File: config.mk
export PLATFORM = sky130hd
export DESIGN_NAME = mont_mul_seq
export DESIGN_NICKNAME = d
export VERILOG_FILES = /design/src/rtl/rsa_pkg.sv /design/src/rtl/mont_step.sv /design/src/rtl/mont_mul_seq.sv
export SDC_FILE = /design/constraint.sdc
export NUM_CORES = 1
export LEC_CHECK = 0
export ABC_AREA = 1
export CAP_MARGIN = 10
export CORE_MARGIN = 4
export CORE_UTILIZATION = 50
export DETAILED_ROUTE_END_ITERATION = 10
export PLACE_DENSITY = 0.73
export SYNTH_ARGS = -nofsm -noshare
export SYNTH_HDL_FRONTEND = slang
export SYNTH_SLANG_ARGS = --single-unit
export TNS_END_PERCENT = 50
File: constraint.sdc
create_clock -name clk -period 3.1 [get_ports clk]
set_input_delay 0.93 -clock clk [delete_from_list [all_inputs] [get_ports clk]]
set_output_delay 0.93 -clock clk [all_outputs]
set_load 0.02 [all_outputs]
File: src/rtl/rsa_pkg.sv
// Shared types and helpers for the RSA modular-arithmetic blocks.
package rsa_pkg;

    typedef enum logic [1:0] {
        IDLE = 2'd0,
        RUN  = 2'd1,
        FIX  = 2'd2
    } state_e;

    // Counter must be able to hold the value K after the last iteration.
    function automatic int cnt_width(input int k);
        return $clog2(k + 1);
    endfunction

endpackage

File: src/rtl/mont_step.sv
// One radix-2 Montgomery iteration: S' = (S + a_bit*B [+ N]) / 2.
module mont_step #(
    parameter int K = 8
) (
    input  logic [K:0]   s,
    input  logic         a_bit,
    input  logic [K-1:0] b,
    input  logic [K-1:0] n,
    output logic [K:0]   s_next
);

    logic [K+1:0] t_add;
    logic [K+1:0] t_odd;

    // S < 2N keeps S + B + N below 4N, so K+2 bits never overflow.
    always_comb begin
        t_add  = {1'b0, s} + (a_bit ? {2'b00, b} : '0);
        t_odd  = t_add[0] ? (t_add + {2'b00, n}) : t_add;
        s_next = (K+1)'(t_odd >> 1);
    end

endmodule

File: src/rtl/mont_mul_seq.sv
// Iterative radix-2 Montgomery multiplier: result = A*B*2^-K mod N, one bit of A per clock.
module mont_mul_seq
    import rsa_pkg::*;
#(
    parameter int K  = 8,
    parameter int CW = cnt_width(K)
) (
    input  logic         clk,
    input  logic         rst,
    input  logic         start,
    input  logic [K-1:0] a,
    input  logic [K-1:0] b,
    input  logic [K-1:0] n,
    output logic         busy,
    output logic         done,
    output logic         err,
    output logic [K-1:0] result
);

    state_e        state_q, state_d;
    logic [K-1:0]  a_q, a_d;
    logic [K-1:0]  b_q, b_d;
    logic [K-1:0]  n_q, n_d;
    logic [K:0]    s_q, s_d;
    logic [CW-1:0] cnt_q, cnt_d;
    logic [K-1:0]  result_q, result_d;
    logic          done_q, done_d;
    logic          err_q, err_d;

    logic [K:0]    s_next;
    logic [K-1:0]  s_red;

    // a_q is shifted right each iteration so bit 0 is always the current operand bit.
    mont_step #(.K(K)) u_step (
        .s      (s_q),
        .a_bit  (a_q[0]),
        .b      (b_q),
        .n      (n_q),
        .s_next (s_next)
    );

    // When S >= N the difference is below N, so the low K bits are exact.
    assign s_red = s_q[K-1:0] - n_q;

    always_comb begin
        state_d  = state_q;
        a_d      = a_q;
        b_d      = b_q;
        n_d      = n_q;
        s_d      = s_q;
        cnt_d    = cnt_q;
        result_d = result_q;
        err_d    = err_q;
        done_d   = 1'b0;

        case (state_q)
            IDLE: begin
                if (start) begin
                    a_d   = a;
                    b_d   = b;
                    n_d   = n;
                    s_d   = '0;
                    cnt_d = '0;
                    err_d = 1'b0;
                    if (n[0]) begin
                        state_d = RUN;
                    end else begin
                        err_d    = 1'b1;
                        result_d = '0;
                        done_d   = 1'b1;
                    end
                end
            end
            RUN: begin
                s_d   = s_next;
                a_d   = a_q >> 1;
                cnt_d = cnt_q + 1'b1;
                if (cnt_q == CW'(K - 1)) begin
                    state_d = FIX;
                end
            end
            FIX: begin
                result_d = (s_q >= {1'b0, n_q}) ? s_red : s_q[K-1:0];
                done_d   = 1'b1;
                cnt_d    = '0;
                state_d  = IDLE;
            end
            default: state_d = IDLE;
        endcase
    end

    always_ff @(posedge clk) begin
        if (rst) begin
            state_q  <= IDLE;
            a_q      <= '0;
            b_q      <= '0;
            n_q      <= '0;
            s_q      <= '0;
            cnt_q    <= '0;
            result_q <= '0;
            done_q   <= 1'b0;
            err_q    <= 1'b0;
        end else begin
            state_q  <= state_d;
            a_q      <= a_d;
            b_q      <= b_d;
            n_q      <= n_d;
            s_q      <= s_d;
            cnt_q    <= cnt_d;
            result_q <= result_d;
            done_q   <= done_d;
            err_q    <= err_d;
        end
    end

    assign busy   = (state_q != IDLE);
    assign done   = done_q;
    assign err    = err_q;
    assign result = result_q;

endmodule

# == After elaboration in Yosys (flattened, before gate mapping) ==
# Index checks and enable logic that the tools add are counted.
# word_totals
reg_bits,49
latch_bits,0
mem_bits_rw,0
rom_bits,0
inputBits,27
output_inout_bits,11
word_cells,50
mem_count,0
# classes
addsub,4
n_mul,0
n_div,0
n_lt_le_gt_ge,1
n_eq_ne,7
shift,0
n_mux,19
n_bitwise,0
reduce_logical,10
# ops
operator,n
$mux W8,5
$pmux W8 S2,2
$pmux W9 S2,1
$pmux W4 S3,1
$add A10 B8 Y10,1
$add A9 B10 Y10,1
$mux W10,1
$ge A9 B8 Y1,1
$mux W9,1
$ne A2 B2 Y1 const B,4
$sub A8 B8 Y8,1
$mux W2,3
$reduce_and A2 Y1,3
$reduce_and A3 Y1,2
$reduce_bool A2 Y1,3
$add A4 B1 Y4 const B,1
$eq A4 B3 Y1 const B,1
$mux W4,1
$pmux W2 S2,1
$reduce_bool A3 Y1,1
$eq A2 B1 Y1 const B,1
$eq A2 B2 Y1 const B,1
$logic_not A2 Y1,1
$mux W1,2
$pmux W1 S2,1

# == Logic depth before layout (Yosys ltp) ==
# Gate-level depths: netlist of the first run.
# depth
ltp_word,5
mapped_depth,23
ltp_nobuf,22

# == Modules after synthesis ==
# A second synthesis of the first run with hierarchy kept.
# hier_totals
cells_unflattened,483
area_unflattened_um2,3296.9
# modules_own_cells
mod,n_inst,cells_each,area_each_um2,seq_area_each_um2
mont_mul_seq,1,316,2353.5,980.9
mont_step,1,167,943.4,0.0

# == Worst setup path after synthesis of the first run ==
# No wires, ideal clock.
# synth_timing
kind,reg-to-reg
startpoint,register a_q[0]
endpoint,register s_q[8]
setup_time_ns,0.131
arrival_time_ns,2.687
required_ns,2.969
path_slack_ns,0.283
path_stages_with_launch,24
path_buffers,1
synth_period_minus_slack_ns,2.817
path_cell_list,dfxtp_1 -> clkbuf_1 -> nand2_1 -> inv_1 -> ha_1 -> inv_1 -> fa_1 -> inv_1 -> nand3_1 -> nand2_1 -> a21oi_1 -> or2_1 -> nand2_1 -> ha_1 -> nand2_1 -> nor2_1 -> nor2_1 -> nand2_1 -> nand2_1 -> nand2_1 -> nand2_1 -> nand2_1 -> nand3_1 -> a21oi_2
# synth_between
elab_chain_len,5
# synth_rtl
element,line_no,rtl
from (decl),mont_mul_seq.sv:21,"logic [K-1:0] a_q, a_d;"
from (signal assigned),mont_mul_seq.sv:95,a_q <= '0;
from (signal assigned),mont_mul_seq.sv:105,a_q <= a_d;
$mux W8 (*),mont_step.sv:17,"t_add = {1'b0, s} + (a_bit ? {2'b00, b} : '0);"
$add A9 B10 Y10 (*),mont_step.sv:17,
$add A10 B8 Y10,mont_step.sv:18,"t_odd = t_add[0] ? (t_add + {2'b00, n}) : t_add;"
$mux W10 (*),mont_step.sv:18,
$pmux W9 S2 (*),mont_mul_seq.sv:56,case (state_q)
to (signal assigned),mont_mul_seq.sv:98,s_q <= '0;
to (signal assigned),mont_mul_seq.sv:108,s_q <= s_d;
to (decl),mont_mul_seq.sv:24,"logic [K:0] s_q, s_d;"
# Mark *: on every way between the ends. The rest lies on a longest branch, timed or not.
# A chain may end at the register's enable or synchronous reset.

# == Worst setup path in the final report of the first run ==
# Ends and elaborated chain as after synthesis.

==> results of run 1 <==
## registers in the layout (all words and copies together) (netlist names)
signal	count
cnt_q	4
b_q	8
a_q	8
s_q	9
done	1
state_q	2
result	8
n_q	8
err	1
## worst max-delay path: cells and delay by family (launching register included)
family                     cells  cell delay (ns)
and+or+nand+nor               13             1.16
adders and majority gates      3             0.80
DFF                            1             0.39
AOI/OAI and AO/OA              2             0.23
buffers and inverters          3             0.17
## final cells by class
type	count	area [µm²]
Fill cell	598	2290
Multi-Input combinational cell	339	1940
Sequential cell	49	985
Timing Repair Buffer	42	408
Inverter	61	231
Tap cell	75	93.8
Clock buffer	5	68.8
Clock inverter	3	43.8
## power groups by stage
stage          Sequential, mW  Combinational [mW]  Clock, mW
3_5_place_dp            0.697               0.323          0
3_3_place_gp            0.697               0.318          0
6_report                0.682               0.328      0.477
5_1_grt                 0.687               0.369      0.511
4_1_cts                 0.682               0.325      0.489
2_1_floorplan           0.690               0.238          0
## metal layers
metal,routed length (µm),track usage [%],vias up
met5,0,0,-
met4,141,8.10,0
met3,335,3.20,12
met2,3590,37.1,54
met1,3550,26.0,1356
li1,-,-,1589
## synthesized netlist by cell type (all sizes together)
| cell | n | area [µm²] |
|---|---|---|
| nor2 | 44 | 210 |
| or2 | 1 | 6.26 |
| o21bai | 2 | 15.0 |
| xor2 | 6 | 52.6 |
| dfxtp | 49 | 981 |
| a31oi | 7 | 43.8 |
| and2 | 1 | 6.26 |
| buf | 6 | 45.0 |
| inv | 61 | 231 |
| o21ai | 29 | 153 |
| a211oi | 1 | 7.51 |
| nand3 | 35 | 175 |
| nor3 | 2 | 26.3 |
| o211ai | 5 | 37.5 |
| nand2 | 121 | 472 |
| a21oi | 39 | 203 |
| clkbuf | 7 | 26.3 |
| a21o | 2 | 15.0 |
| xnor2 | 3 | 26.3 |
| ha | 25 | 313 |
| a32o | 2 | 20.0 |
| nand3b | 6 | 45.0 |
| fa | 3 | 60.1 |
| nand4 | 4 | 25.0 |
| a22oi | 1 | 7.51 |
## logic make-up after synthesis
logic type	after synthesis	synth area share, %
adder cells (fa/ha/maj)	28	11.6
AO/OA/AOI/OAI	88	15.7
XOR/XNOR	9	2.46
buffers and inverters	74	9.45
flip-flops	49	30.6
AND/OR/NAND/NOR	214	30.2
## repair_timing
item	CTS	global route
setup endpoints to repair	0	3
buffers inserted	0	2
resized for setup	0	6
## through the flow
stage | utilization (%) | hold slack, ns | setup slack (ns) | std cells | power, mW
5_1_grt | 62.2 | 0.493 | 0.0308 | 574 | 1.57
2_1_floorplan | - | 0.439 | 0.283 | 462 | 0.928
4_1_cts | 61.6 | 0.473 | 0.0590 | 572 | 1.50
3_5_place_dp | 59.7 | 0.459 | 0.112 | 564 | 1.02
6_report | 62.2 | 0.466 | 0.296 | 574 | 1.49
3_3_place_gp | 59.7 | 0.452 | 0.243 | 564 | 1.01
## path summary, 6_finish.rpt
check | start | to | depth (start not counted) | slack (ns)
max | a_q[0]$_SDFFE_PP0P_ | s_q[8]$_SDFFE_PP0P_ | 21 | 0.30
min | a_q[7]$_SDFFE_PP0P_ | a_q[7]$_SDFFE_PP0P_ | 2 | 0.47
max reg2reg | a_q[0]$_SDFFE_PP0P_ | s_q[8]$_SDFFE_PP0P_ | 21 | 0.30
min reg2reg | a_q[7]$_SDFFE_PP0P_ | a_q[7]$_SDFFE_PP0P_ | 2 | 0.47
==> metrics.md, run 1 <==
| Metric | Value |
|---|---|
| Fraction of layout cells with a size suffix above 1 | 8.02% |
| Leakage power | 1.77 nW |
| Yosys Warn Count | 0 |
| VDD IR max | 0.000250 V |
| Pwr dens | 394 nW/µm² |
| Hold crit path type | flop to flop |
| Clock sinks | 49 |
| Clock power share | 32.1% |
| Final period utilization | 90.4% |
| Final Cell Area | 3770 µm² |
| Clock root cell | clkbuf_8 |
| Hold Violations, Final | 0 |
| Worst-margin pin slew | 0.627 ns |
| Initial antenna violation count | 0 |
| Clock transition at path regs | 0.10 ns |
| Routed WL per cell | 13.3 µm |
| RSZ-0062 raised after global routing | false |
| Crit path launch type | flop |
| Leading cell type in the layout, fill and taps excluded | nand2_1 |
| Commonest cells after routing, fill and taps aside | nand2_1, inv_1, dfxtp_1 |
| Post-synthesis sequential area ratio | 30.6% |
| Clk buf depth | 2 |
| Die area | 7750 µm² |
| Final global-route overflow total | 0 |
| Dpl cell area | 3620 µm² |
| Routed Antenna Nets | 0 |
| DR iter-0 viols | 156 |
| Num CTS Buffers | 5 |
| DR vias | 3011 |
| DR vias/cell | 5.25 |
| Starting Density | 52.8% |
| Post-Route WL | 7610 µm |
| First drt pass iteration count | 4 |
| Critical-path cell list | nand2_1, inv_1, ha_2, inv_1, fa_1, inv_1, nand3_1, nand2_2, a21oi_1, or2_1, nand2_1, ha_4, nand2_1, nand2_1, nor2_2, nand2_1, nand2_1, nand2_1, nand3_1, nand3_1, a21oi_2 |
| Largest net degree at the start of global routing | 25 |
| Post-synth net total | 517 |
| Post-route minimum period | 2.80 ns |
| H-tree depth | 2 |
| Syn Area/Cell | 6.93 µm² |
| Clock Latency Late Sink | 0.31 ns |
| Vias in the first global route | 2880 |
| FMAX | 357 MHz |
| Worst-path fanout max | 7 |
| Cell Rows | 28 |
| Max Cap Violations | 0 |
| Overall routing resource usage | 21.1% |
| Crit end category | flop |
| RD Place Congestion | 0.920 |
| Setup_tns | 0 ns |
| IO Pins | 38 |
| Rel. slew slack | 58.2% |
| Die height | 88.0 µm |
| Synth Register Bits | 49 |
| PortBufs | 37 |
| Comb pwr share | 22.1% |
| Max incr delay on CP | 0.39 ns |
| Clk_skew | 0.00690 ns |
| Crit path required time | 3.35 ns |
| CP most frequent cell | nand2_1 |
| First-pass GRT wire length | 13000 µm |
| Area grow syn2layout | 17.7% |
| Sw power | 453 µW |
| Die Wd | 88.0 µm |
| Final count of negative-setup-slack endpoints | 0 |
| Critical path's slowest cell | dfxtp_4 |
| Drt drc | 0 |
| Antenna Cells | 0 |
| Cells after Synth | 462 |
| Post-Syn Area | 3200 µm² |
| Final #Nets | 553 |
| Final HPWL DP | 5770 µm |
| Status | complete, no violations |
| P_int | 1.03 mW |
| Final slew viol count | 0 |
| Sw frac | 30.4% |
| Sequential Power Share | 45.9% |
| CP arrival | 3.06 ns |
| Setup CP Type | flop to flop |
| Area of the core | 6060 µm² |
| Yosys cell types | 36 |
| CTS tree | built |
| Hold buffer count at cts | 0 |
(Power assumes the default switching activity.)
==> run 2: changes to the inputs <==
- PLACE_DENSITY: 0.73 -> 0.78
==> run 2 against run 1 <==
Effect of this change:
- critical endpoint unchanged
- flip-flop and latch count unchanged
- register-to-register slack is essentially flat
- sequential share of layout area grew 0.052 points
- cell count rose by 0.17%
- critical path type unchanged
==> metrics.md, run 2 (same netlist as run 1, synthesis figures left out) <==
| Metric | Value |
|---|---|
| CTS tree | built (unchanged) |
| CP arrival | 3.06 ns (about the same) |
| Final global-route overflow total | 0 (unchanged) |
| Clk buf depth | 2 (unchanged) |
| HP Start | result[2]$_SDFFE_PP0P_ (was a_q[7]$_SDFFE_PP0P_) |
| First drt pass iteration count | 4 (unchanged) |
| Status | complete, no violations (unchanged) |
| FF-to-FF path depth | 21 (unchanged) |
| Post-Route WL | 7560 µm (was 7610 µm) |
| Placed insts | 564 (unchanged) |
| Max reg flops | 9 (unchanged) |
| Num CTS Buffers | 5 (unchanged) |
| Final slew viol count | 0 (unchanged) |
| Area grow syn2layout | 17.5% (was 17.7%) |
| Pwr dens | 395 nW/µm² (was 394 nW/µm²) |
| Reg2reg end | s_q[8]$_SDFFE_PP0P_ (unchanged) |
| Leading cell type in the layout, fill and taps excluded | nand2_1 (unchanged) |
| Setup_tns | 0 ns (unchanged) |
| Final #Nets | 554 (was 553) |
| Worst reg2reg setup slack | 0.29 ns (was 0.30 ns) |
| Vias in the first global route | 2978 (was 2880) |
| Worst Hold Path EP | result[2]$_SDFFE_PP0P_ (was a_q[7]$_SDFFE_PP0P_) |
| IO Pins | 38 (unchanged) |
| Clock root cell | clkbuf_8 (unchanged) |
| Crit path launch type | flop (unchanged) |
| Final HPWL DP | 5680 µm (was 5770 µm) |
| Overall routing resource usage | 20.6% (was 21.1%) |
| Routed Antenna Nets | 0 (unchanged) |
| Clock sinks | 49 (unchanged) |
| Non-Filler Instances | 575 (was 574) |
| VDD IR max | 0.000221 V (was 0.000250 V) |
| FMAX | 356 MHz (was 357 MHz) |
| DR iter-0 viols | 172 (was 156) |
| Starting Density | 52.8% (unchanged) |
| Setup CP Type | flop to flop (unchanged) |
| Leakage power | 1.78 nW (was 1.77 nW) |
| First-pass GRT wire length | 12800 µm (was 13000 µm) |
| Clock Latency Late Sink | 0.30 ns (was 0.31 ns) |
| Worst-margin pin slew | 0.673 ns (was 0.627 ns) |
| Hold path cells | 2 (unchanged) |
| Hold crit path type | flop to flop (unchanged) |
| Crit end category | flop (unchanged) |
| DR vias/cell | 5.32 (was 5.25) |
| Crit path required time | 3.35 ns (about the same) |
| Die height | 88.0 µm (unchanged) |
| Clk_skew | 0.00642 ns (was 0.00690 ns) |
| Final count of negative-setup-slack endpoints | 0 (unchanged) |
| DR vias | 3060 (was 3011) |
| Die Wd | 88.0 µm (unchanged) |
| PortBufs | 37 (unchanged) |
| Cell Rows | 28 (unchanged) |
| Tot Pwr | 1.48 mW (was 1.49 mW) |
| Clock transition at path regs | 0.09 ns (was 0.10 ns) |
| Antenna Cells | 0 (unchanged) |
| Max Cap Violations | 0 (unchanged) |
| Core Util, Final | 62.1% (was 62.2%) |
| Die area | 7750 µm² (unchanged) |
| Drt drc | 0 (unchanged) |
| Final period utilization | 90.7% (was 90.4%) |
| RD Place Congestion | 0.883 (was 0.920) |
| Commonest cells after routing, fill and taps aside | nand2_1, inv_1, dfxtp_1, nor2_1 (was nand2_1, inv_1, dfxtp_1) |
| Initial antenna violation count | 0 (unchanged) |
| Post-route minimum period | 2.81 ns (was 2.80 ns) |
| H-tree depth | 2 (unchanged) |
| Routed WL per cell | 13.1 µm (was 13.3 µm) |
| Rel. slew slack | 55.1% (was 58.2%) |
| Most flops, register | s_q (unchanged) |
| Critical R2R Launch | a_q[0]$_SDFFE_PP0P_ (unchanged) |
| RSZ-0062 raised after global routing | false (unchanged) |
| Worst-path fanout max | 7 (unchanged) |
| Largest net degree at the start of global routing | 25 (unchanged) |
| Fraction of layout cells with a size suffix above 1 | 7.80% (was 8.02%) |
| Area of the core | 6060 µm² (unchanged) |
| Hold Violations, Final | 0 (unchanged) |
[run 2: routing by layer]
layer / GRT usage (%) / vias up / share of wire, %
met1: 26.0 / 1385 / 44
met4: 6.87 / 0 / 1.6
met3: 2.45 / 14 / 5.3
met2: 36.5 / 79 / 49
li1: - / 1582 / -
met5: 0 / - / 0
[run 2: final cells by class]
type / count / area (µm²)
clock buffers: 5 / 68.8
flip-flops and latches: 49 / 985
multi-input cells: 339 / 1920
well taps: 75 / 93.8
clock inverters: 3 / 43.8
inverters: 61 / 231
fillers: 570 / 2300
repair buffers: 43 / 415
[run 2: repair_timing]
action | in CTS | in global routing
setup buffers | 0 | 3
resized for setup | 0 | 4
endpoints found under the setup margin | 0 | 4
hold buffers | 0 | 0
[run 2: where the power goes]
group / internal (mW) / total (mW) / switching, mW
clock: 0.242 / 0.472 / 0.229
combinational: 0.134 / 0.332 / 0.198
sequential: 0.660 / 0.682 / 0.0218
[run 2: how the worst max path moves through the flow]
stage	from	to	slack, ns	depth (start not counted)
after global routing	a_q[0]$_SDFFE_PP0P_	s_q[8]$_SDFFE_PP0P_	0.004	21
after CTS	a_q[0]$_SDFFE_PP0P_	s_q[8]$_SDFFE_PP0P_	0.07	21
after global placement	a_q[0]$_SDFFE_PP0P_	s_q[8]$_SDFFE_PP0P_	0.25	21
final	a_q[0]$_SDFFE_PP0P_	s_q[8]$_SDFFE_PP0P_	0.29	21
after detailed placement	a_q[0]$_SDFFE_PP0P_	s_q[8]$_SDFFE_PP0P_	0.12	21
after floorplan	a_q[0]$_SDFFE_PP0P_	s_q[8]$_SDFFE_PP0P_	0.28	23
[run 2: per-stage QoR]
step	setup WS, ns	hold slack (ns)	instance area [µm²]
final	0.289	0.469	3760
after global routing	0.00386	0.479	3760
after CTS	0.0701	0.468	3730
after detailed placement	0.116	0.456	3620
after global placement	0.248	0.451	3620
after floorplan	0.283	0.439	3200
[run 2: critical path, stage by stage, from the launching register on]
cell     delay, ns
dfxtp_4       0.39
nand2_1       0.06
inv_1         0.05
ha_1          0.18
inv_1         0.07
fa_2          0.35
inv_1         0.06
nand3_1       0.07
nand2_2       0.10
a21oi_1       0.07
or2_1         0.22
nand2_1       0.06
ha_1          0.26
nand2_1       0.10
nor2_1        0.05
nor2_1        0.14
nand2_1       0.07
nand2_1       0.07
nand2_1       0.07
nand3_1       0.08
nand3_1       0.09
a21oi_2       0.13
